File: config.mk
export PLATFORM = sky130hd
export DESIGN_NAME = rom_dl_sequencer
export DESIGN_NICKNAME = d
export VERILOG_FILES = /design/src/rtl/rom_dl_sequencer_pkg.sv /design/src/rtl/rom_dl_sequencer_sync_fifo.sv /design/src/rtl/rom_dl_sequencer.sv
export SDC_FILE = /design/constraint.sdc
export NUM_CORES = 1
export LEC_CHECK = 0
export ABC_AREA = 1
export BUFFER_PORTS_ARGS = -buffer_cell sky130_fd_sc_hd__buf_2
export CORE_MARGIN = 5
export CORE_UTILIZATION = 45
export CTS_CLUSTER_DIAMETER = 100
export DETAILED_ROUTE_END_ITERATION = 6
export PLACE_DENSITY_LB_ADDON = 0.1
export SLEW_MARGIN = 20
export SYNTH_ARGS = -nofsm -noshare
export SYNTH_HDL_FRONTEND = slang
export SYNTH_SLANG_ARGS = --single-unit
File: constraint.sdc
create_clock -name MCLK -period 3.45 [get_ports MCLK]
set_input_delay 1.035 -clock MCLK [delete_from_list [all_inputs] [get_ports MCLK]]
set_output_delay 1.035 -clock MCLK [all_outputs]
set_load 0.005 [all_outputs]
File: src/rtl/rom_dl_sequencer_pkg.sv
// Shared types and image layout constants for the ROM download sequencer.
package rom_dl_sequencer_pkg;

  typedef enum logic [2:0] {
    ST_IDLE,
    ST_LOAD,
    ST_DRAIN,
    ST_HOLD,
    ST_DONE,
    ST_ERR
  } dl_state_e;

  localparam int unsigned ROM_AW      = 17;
  localparam int unsigned ROM_DW      = 8;

  // Download image layout: main CPU ROM, sub CPU ROM, wave ROM.
  localparam logic [16:0] MROM_BASE   = 17'h00000;
  localparam logic [16:0] SROM_BASE   = 17'h10000;
  localparam logic [16:0] WAVE_BASE   = 17'h13500;
  localparam logic [16:0] IMG_LEN_DEF = 17'h13600;

endpackage

File: src/rtl/rom_dl_sequencer_sync_fifo.sv
// Small synchronous FIFO with asynchronous reset and synchronous clear.
module sync_fifo #(
  parameter int unsigned W  = 8,
  parameter int unsigned AW = 2
) (
  input  logic          clk,
  input  logic          rst,
  input  logic          clr,
  input  logic          push,
  input  logic          pop,
  input  logic [W-1:0]  din,
  output logic [W-1:0]  dout,
  output logic          full,
  output logic          empty,
  output logic [AW:0]   count
);

  localparam int unsigned DEPTH = 2 ** AW;

  logic [W-1:0] mem_q [DEPTH];
  logic [AW:0]  wr_ptr_q, wr_ptr_d;
  logic [AW:0]  rd_ptr_q, rd_ptr_d;
  logic         do_push, do_pop;

  assign count = wr_ptr_q - rd_ptr_q;
  assign full  = (count == (AW+1)'(DEPTH));
  assign empty = (count == '0);
  assign dout  = mem_q[rd_ptr_q[AW-1:0]];

  // Pointer update; clear wins over push/pop.
  always_comb begin
    do_push  = push & ~full & ~clr;
    do_pop   = pop & ~empty & ~clr;
    wr_ptr_d = wr_ptr_q;
    rd_ptr_d = rd_ptr_q;
    if (clr) begin
      wr_ptr_d = '0;
      rd_ptr_d = '0;
    end else begin
      if (do_push) wr_ptr_d = wr_ptr_q + (AW+1)'(1);
      if (do_pop)  rd_ptr_d = rd_ptr_q + (AW+1)'(1);
    end
  end

  // Pointer registers.
  always_ff @(posedge clk or posedge rst) begin
    if (rst) begin
      wr_ptr_q <= '0;
      rd_ptr_q <= '0;
    end else begin
      wr_ptr_q <= wr_ptr_d;
      rd_ptr_q <= rd_ptr_d;
    end
  end

  // Storage array, written on accepted push.
  always_ff @(posedge clk) begin
    if (do_push) mem_q[wr_ptr_q[AW-1:0]] <= din;
  end

endmodule

File: src/rtl/rom_dl_sequencer.sv
// ROM download transmitter: buffers loader bytes, issues paced ROM writes,
// and holds the game core in reset until a full image has been written.
module rom_dl_sequencer
  import rom_dl_sequencer_pkg::*;
#(
  parameter logic [16:0] IMG_LEN  = IMG_LEN_DEF,
  parameter int unsigned FIFO_AW  = 2,
  parameter int unsigned WR_GAP   = 2,
  parameter int unsigned POST_RST = 16
) (
  input  logic        MCLK,
  input  logic        RESET,
  input  logic        DL_START,
  input  logic        DL_END,
  input  logic [3:0]  TNO_IN,
  input  logic        DL_VALID,
  input  logic [7:0]  DL_DATA,
  output logic        DL_READY,
  output logic        ROMCL,
  output logic [16:0] ROMAD,
  output logic [7:0]  ROMDT,
  output logic        ROMEN,
  output logic [3:0]  TNO,
  output logic        CORE_RESET,
  output logic        DL_BUSY,
  output logic        DL_DONE,
  output logic        DL_ERR
);

  localparam int unsigned GW = (WR_GAP > 1) ? $clog2(WR_GAP) : 1;
  localparam int unsigned HW = (POST_RST > 1) ? $clog2(POST_RST) : 1;
  localparam logic [FIFO_AW:0] FIFO_DEPTH = (FIFO_AW+1)'(2 ** FIFO_AW);

  dl_state_e       state_q, state_d;
  logic [16:0]     in_cnt_q, in_cnt_d;
  logic [16:0]     wr_addr_q, wr_addr_d;
  logic [16:0]     romad_q, romad_d;
  logic [7:0]      romdt_q, romdt_d;
  logic            romen_q, romen_d;
  logic [3:0]      tno_q, tno_d;
  logic [GW-1:0]   gap_cnt_q, gap_cnt_d;
  logic [HW-1:0]   hold_cnt_q, hold_cnt_d;
  logic            dl_ready_q, dl_ready_d;
  logic            core_reset_q, core_reset_d;
  logic            dl_busy_q, dl_busy_d;
  logic            dl_done_q, dl_done_d;
  logic            dl_err_q, dl_err_d;

  logic            accept, engine_on, wr_fire, bypass, last_wr;
  logic            f_clr, f_push, f_pop, f_full, f_empty;
  logic [7:0]      f_dout;
  logic [FIFO_AW:0] f_count, f_cnt_nxt;

  sync_fifo #(
    .W  (8),
    .AW (FIFO_AW)
  ) u_fifo (
    .clk   (MCLK),
    .rst   (RESET),
    .clr   (f_clr),
    .push  (f_push),
    .pop   (f_pop),
    .din   (DL_DATA),
    .dout  (f_dout),
    .full  (f_full),
    .empty (f_empty),
    .count (f_count)
  );

  assign accept = DL_VALID & dl_ready_q;

  // Write engine and counters. A byte arriving at an empty FIFO with the gap
  // expired bypasses the FIFO so it reaches ROMEN one cycle after acceptance.
  always_comb begin
    engine_on = ((state_q == ST_LOAD) || (state_q == ST_DRAIN)) && !DL_START;
    wr_fire   = engine_on && (gap_cnt_q == '0) && (!f_empty || accept);
    bypass    = wr_fire && f_empty;
    last_wr   = wr_fire && (wr_addr_q == IMG_LEN - 17'd1);
    f_clr     = DL_START;
    f_push    = accept && !bypass && !DL_START;
    f_pop     = wr_fire && !f_empty;

    in_cnt_d   = in_cnt_q;
    wr_addr_d  = wr_addr_q;
    romad_d    = romad_q;
    romdt_d    = romdt_q;
    romen_d    = 1'b0;
    tno_d      = tno_q;
    gap_cnt_d  = (gap_cnt_q != '0) ? gap_cnt_q - GW'(1) : gap_cnt_q;
    hold_cnt_d = (state_q == ST_HOLD && !DL_START) ? hold_cnt_q + HW'(1) : '0;

    if (DL_START) begin
      in_cnt_d  = '0;
      wr_addr_d = '0;
      gap_cnt_d = '0;
      tno_d     = TNO_IN;
    end else begin
      if (accept) in_cnt_d = in_cnt_q + 17'd1;
      if (wr_fire) begin
        romen_d   = 1'b1;
        romad_d   = wr_addr_q;
        romdt_d   = bypass ? DL_DATA : f_dout;
        gap_cnt_d = GW'(WR_GAP - 1);
        if (!last_wr) wr_addr_d = wr_addr_q + 17'd1;
      end
    end
  end

  // Next-state logic. The final write can fire in LOAD through the bypass,
  // in which case DRAIN has nothing left to wait for and is skipped.
  always_comb begin
    state_d = state_q;
    if (DL_START) begin
      state_d = ST_LOAD;
    end else begin
      case (state_q)
        ST_LOAD: begin
          if (in_cnt_d == IMG_LEN) state_d = last_wr ? ST_HOLD : ST_DRAIN;
          else if (DL_END)         state_d = ST_ERR;
        end
        ST_DRAIN: if (last_wr) state_d = ST_HOLD;
        ST_HOLD:  if (hold_cnt_q == HW'(POST_RST - 1)) state_d = ST_DONE;
        default:  state_d = state_q;
      endcase
    end
  end

  // Registered outputs derived from the upcoming state and FIFO occupancy.
  always_comb begin
    f_cnt_nxt    = DL_START ? '0
                 : f_count + (FIFO_AW+1)'(f_push) - (FIFO_AW+1)'(f_pop);
    dl_busy_d    = (state_d == ST_LOAD) || (state_d == ST_DRAIN) || (state_d == ST_HOLD);
    dl_done_d    = (state_d == ST_DONE);
    dl_err_d     = (state_d == ST_ERR);
    core_reset_d = (state_d != ST_DONE);
    dl_ready_d   = (state_d == ST_LOAD) && (in_cnt_d < IMG_LEN) && (f_cnt_nxt < FIFO_DEPTH);
  end

  // State register.
  always_ff @(posedge MCLK or posedge RESET) begin
    if (RESET) state_q <= ST_IDLE;
    else       state_q <= state_d;
  end

  // Datapath and output registers.
  always_ff @(posedge MCLK or posedge RESET) begin
    if (RESET) begin
      in_cnt_q     <= '0;
      wr_addr_q    <= '0;
      romad_q      <= '0;
      romdt_q      <= '0;
      romen_q      <= 1'b0;
      tno_q        <= '0;
      gap_cnt_q    <= '0;
      hold_cnt_q   <= '0;
      dl_ready_q   <= 1'b0;
      core_reset_q <= 1'b1;
      dl_busy_q    <= 1'b0;
      dl_done_q    <= 1'b0;
      dl_err_q     <= 1'b0;
    end else begin
      in_cnt_q     <= in_cnt_d;
      wr_addr_q    <= wr_addr_d;
      romad_q      <= romad_d;
      romdt_q      <= romdt_d;
      romen_q      <= romen_d;
      tno_q        <= tno_d;
      gap_cnt_q    <= gap_cnt_d;
      hold_cnt_q   <= hold_cnt_d;
      dl_ready_q   <= dl_ready_d;
      core_reset_q <= core_reset_d;
      dl_busy_q    <= dl_busy_d;
      dl_done_q    <= dl_done_d;
      dl_err_q     <= dl_err_d;
    end
  end

  assign ROMCL      = MCLK;
  assign DL_READY   = dl_ready_q;
  assign ROMAD      = romad_q;
  assign ROMDT      = romdt_q;
  assign ROMEN      = romen_q;
  assign TNO        = tno_q;
  assign CORE_RESET = core_reset_q;
  assign DL_BUSY    = dl_busy_q;
  assign DL_DONE    = dl_done_q;
  assign DL_ERR     = dl_err_q;

endmodule

# Word-level counts from Yosys, hierarchy flattened
# Memory sizes are Yosys's and may differ from the RTL's.
# Index checks and enable logic that the tools add are counted.
# word_totals
reg_bits,83
ram_bits,32
output_inout_bits,36
mem_count,1
# mem_list
memory,words,width,rd,rd_clocked_by_memory_dff,wr,line,rtl
u_fifo.mem_q,4,8,1,0,1,rom_dl_sequencer_sync_fifo.sv:20,logic [W-1:0] mem_q [DEPTH];
# op_classes
add_sub_neg,9
n_lt_le_gt_ge,2
eq_ne,14
n_mux,26
n_bitwise,9
reduce_logical,24
# op_table
operator,n
$mux 17,5
$add 17x1->17 const B,2
$eq 17x17->1 const B,2
$mux 3,10
$lt 17x17->1 const B,1
$eq 3x2->1 const B,4
$logic_and 1x1->1,11
$eq 3x3->1 const B,3
$pmux 3 s3,1
$mux 1,8
$mux 8,1
$add 3x1->3 const B,2
$eq 3x1->1 const B,2
$reduce_bool 2->1,3
$and 1x1->1,5
$add 4x1->4 const B,1
$eq 4x4->1 const B,1
$logic_or 1x1->1,4
$mux 4,1
$not 1->1,4
$reduce_and 2->1,2
$add 3x1->3,1
$logic_not 1->1,3
$logic_not 3->1,1
6 further kinds,6

# Depth between registers and ports, before layout
# logic_depth
word_depth,14
ltp_mapped,20
ltp_nobuf,20

# By module
# A second synthesis with hierarchy kept.
# unflattened
cells_unflattened,666
area_unflattened_um2,5694.2
# modules_own_cells
mod,instances,cells_each,area_each_um2,seq_area_each_um2
rom_dl_sequencer,1,520,3978.8,1903.1
sync_fifo,1,146,1715.4,1111.1

==> impl_summary.log <==
[metrics] number of flops mapped to enable cells by yosys: 32
[metrics] Ant. Diodes: 0
[metrics] worst slack after detailed placement: 0.447 ns
[metrics] clock latency at the later pin of the worst-skew pair: about 0.53 ns
[metrics] flop and latch count out of synthesis: around 110
[metrics] global-route total usage across every layer: 0.196
[metrics] number of buffers inserted for hold repair after clock tree synthesis: 0
[metrics] row count: 40
[metrics] fin. max-slew vios: 0
[metrics] via count of the first global-routing pass: 4,471
[metrics] count of port buffers added during placement: 52
[metrics] routed wire length: 13,000 um
[metrics] most frequent cells in the layout: 126 x sky130_fd_sc_hd__nand2_1, 81 x sky130_fd_sc_hd__dfrtp_1, 69 x sky130_fd_sc_hd__inv_1, 69 x sky130_fd_sc_hd__nor2_1, 54 x sky130_fd_sc_hd__nand3_1
[metrics] top cells by area in the synthesized netlist: sky130_fd_sc_hd__dfrtp_1 36%, sky130_fd_sc_hd__edfxtp_1 17%, sky130_fd_sc_hd__nand2_1 8.5%
[metrics] global-route wire length before repair: 22,200 um
[metrics] Async S/R FF share, synth: 0.719
[metrics] Final Worst Setup Slack: 0.330 ns
[metrics] post-synthesis average cell area: between 8 and 9 um2
[metrics] Syn Nets: 650
[metrics] dominant cell type by area after synthesis: sky130_fd_sc_hd__dfrtp_1
[metrics] kind of capture point of the worst setup path: primary output
[metrics] ratio of cells with drive above 1 in the final layout: 0.199
[metrics] number of max-capacitance violations reported: 0
[metrics] category of the most critical setup path: clock port to primary output
[metrics] Clock Skew: ~0.010 ns
[metrics] final weighted congestion in routability-driven placement: 0.828
[metrics] routing usage on met2: 0.323
[metrics] synthesized-area fraction occupied by adder cells: 0.0283
[metrics] most frequent standard cell in the layout excluding fill and tap cells: sky130_fd_sc_hd__nand2_1
[metrics] count of endpoints failing setup in the final report: 0
[metrics] met1 usage in global routing: 0.238
[metrics] class of the worst hold path: flop to flop
[metrics] share of the synthesized area in compound gates (AO/OA/AOI/OAI): 0.0847
[metrics] post-CTS resize count: 0
[metrics] sequential cell area fraction in the yosys report: 0.541
[metrics] average wire per standard cell: 14.9 um
[metrics] largest fanout on the critical path: 2
[metrics] drt first-iter violations: 296
[metrics] met3 track demand over resource: 0.0559
[metrics] number of fill cells: 1,081
[metrics] setup TNS: 0 ns
[metrics] final net count: 720
[metrics] Hold Vio Cnt, Final: 0
[metrics] routed via count: 4,429
[metrics] most used routing layer in global routing: met2
[metrics] die height: 121 um
[metrics] unique cell type count in the Yosys netlist: between 40 and 50
[metrics] Data required, critical path: 2.41 ns
[metrics] count of boundary I/O pins: 53
[metrics] fraction of synthesized area in multiplexers: 0
[metrics] placed wire-length estimate after detailed placement: 8930 um
[metrics] TritonCTS clock tree: done
[metrics] pin count of the biggest net entering global routing: 51
[metrics] clk slew on worst S/H paths: 0.05 ns
[metrics] result of the run: completed
[metrics] simple-gate portion of the synthesized area: 0.264
[metrics] number of buffers inserted by post-CTS setup repair: 0
[metrics] Antenna Violating Nets Remaining: 0
[metrics] RSZ-0062 raised after global routing: no
[metrics] floorplan die area: 14,700 um2
[metrics] power density over the cells: approximately 680 nW/um2
[metrics] initial core utilization: 0.462
[metrics] number of warnings printed during yosys synthesis: 0
[metrics] Crit path arrival time: 2.08 ns
[metrics] Static Leakage: between 3 and 4 nW
[metrics] area of the mapped netlist: 5570 um2
[metrics] actual slew at the worst max-slew pin: 0.626 ns
[metrics] Cells after Synth: 621
[metrics] XOR/XNOR Fraction of Synth Area: 0.0169
[metrics] die width: 121 um
[metrics] area grow syn2layout: 20.9%
[metrics] initial antenna violation count: 0
[metrics] grt total ovfl: 0
[metrics] startpoint types: clock port
[metrics] post-detailed-route via-to-cell ratio: 5.08
[metrics] Post-synth top flop: sky130_fd_sc_hd__dfrtp_1
[metrics] total core area: between 10,000 and 15,000 um2
[metrics] max_slew headroom: 0.582
[metrics] number of detailed-route iterations in the first pass: 4
[metrics] main combinational cell family by area after synthesis: simple AND/OR/NAND/NOR gates
[metrics] drc violations: 0
[metrics] area share of the leading cell type in the synthesized netlist: 0.364
[metrics] VDD IR-drop max: between 0.4 and 0.5 mV
## synthesized netlist by cell type, types with 4 or more instances
cell type                  instances
sky130_fd_sc_hd__a21oi_1          12
sky130_fd_sc_hd__buf_2             6
sky130_fd_sc_hd__clkbuf_1          5
sky130_fd_sc_hd__dfrtp_1          81
sky130_fd_sc_hd__edfxtp_1         32
sky130_fd_sc_hd__ha_1             11
sky130_fd_sc_hd__inv_1            70
sky130_fd_sc_hd__inv_2             5
sky130_fd_sc_hd__nand2_1         126
sky130_fd_sc_hd__nand2_2           6
sky130_fd_sc_hd__nand2_4           4
sky130_fd_sc_hd__nand3_1          54
sky130_fd_sc_hd__nand3_2           6
sky130_fd_sc_hd__nand4_1          11
sky130_fd_sc_hd__nor2_1           69
sky130_fd_sc_hd__nor2_2            8
sky130_fd_sc_hd__nor2_4            6
sky130_fd_sc_hd__nor3_1           11
sky130_fd_sc_hd__o21ai_0          46
sky130_fd_sc_hd__o22ai_1           8
sky130_fd_sc_hd__o31ai_1           4
sky130_fd_sc_hd__xor2_1            7
## routing by layer
layer	up-vias	wire, um
met5	-	0
met4	0	234
met3	18	510
met2	73	6430
met1	2150	5810
li1	2188	-
## sequential cells by signal, indices dropped and copies added (netlist names)
signal / flops
CORE_RESET: 1
u_fifo.wr_ptr_q: 3
DL_DONE: 1
hold_cnt_q: 4
ROMAD: 17
state_q: 3
DL_BUSY: 1
in_cnt_q: 17
u_fifo.mem_q: 32
ROMDT: 8
u_fifo.rd_ptr_q: 3
TNO: 4
gap_cnt_q: 1
DL_READY: 1
DL_ERR: 1
wr_addr_q: 17
## worst max-delay path, cell delays in order
cell and delay [ns]:
sky130_fd_sc_hd__clkbuf_16 0.12, sky130_fd_sc_hd__clkbuf_16 0.13, sky130_fd_sc_hd__buf_2 0.11
## logic make-up (layout without fill, tap and decap cells)
kind of cell             after synthesis  after routing
XOR/XNOR                               9              9
buffers and inverters                 92            175
AND/OR/NAND/NOR                      311            311
adder cells (fa/ha/maj)               12             12
AO/OA/AOI/OAI                         83             83
flip-flops                           114            114
## final cells by class
| class | instances | area, um2 | share of cell area |
|---|---|---|---|
| Multi-Input combinational cell | 415 | 2190 | 0.326 |
| Tap cell | 168 | 210 | 0.0312 |
| Clock inverter | 10 | 134 | 0.0199 |
| Timing Repair Buffer | 60 | 335 | 0.0498 |
| Clock buffer | 26 | 546 | 0.0810 |
| Inverter | 79 | 300 | 0.0446 |
| Sequential cell | 114 | 3010 | 0.448 |
## worst paths after layout
kind,from,to,slack [ns],depth (start not counted)
min in group asynchronous,RESET,DL_BUSY,0.57,2
max,MCLK,ROMCL,0.33,3
max reg2reg,u_fifo.wr_ptr_q[0],DL_READY,0.45,20
min reg2reg,TNO[3],TNO[3],0.47,2
max in group asynchronous,RESET,CORE_RESET,2.18,3
min,TNO[3],TNO[3],0.47,2
## power breakdown
group          internal [mW]  total [mW]  switching [mW]  leakage [nW]
sequential              1.54        1.63          0.0924          1.39
clock                   1.33        1.96           0.629         0.330
combinational          0.331       0.991           0.660          1.36
## stage by stage
stage,total power [mW],util,cell area (um2),instances,hold WS (ns)
4_1_cts,4.63,0.558,6730,872,0.472
2_1_floorplan,2.36,-,5570,621,0.433
6_report,4.58,0.558,6730,872,0.467
3_5_place_dp,2.67,0.502,6060,837,0.457
5_1_grt,4.86,0.558,6730,872,0.503
3_3_place_gp,2.64,0.502,6060,837,0.449
No activity file was read; power rests on OpenSTA's default activity.
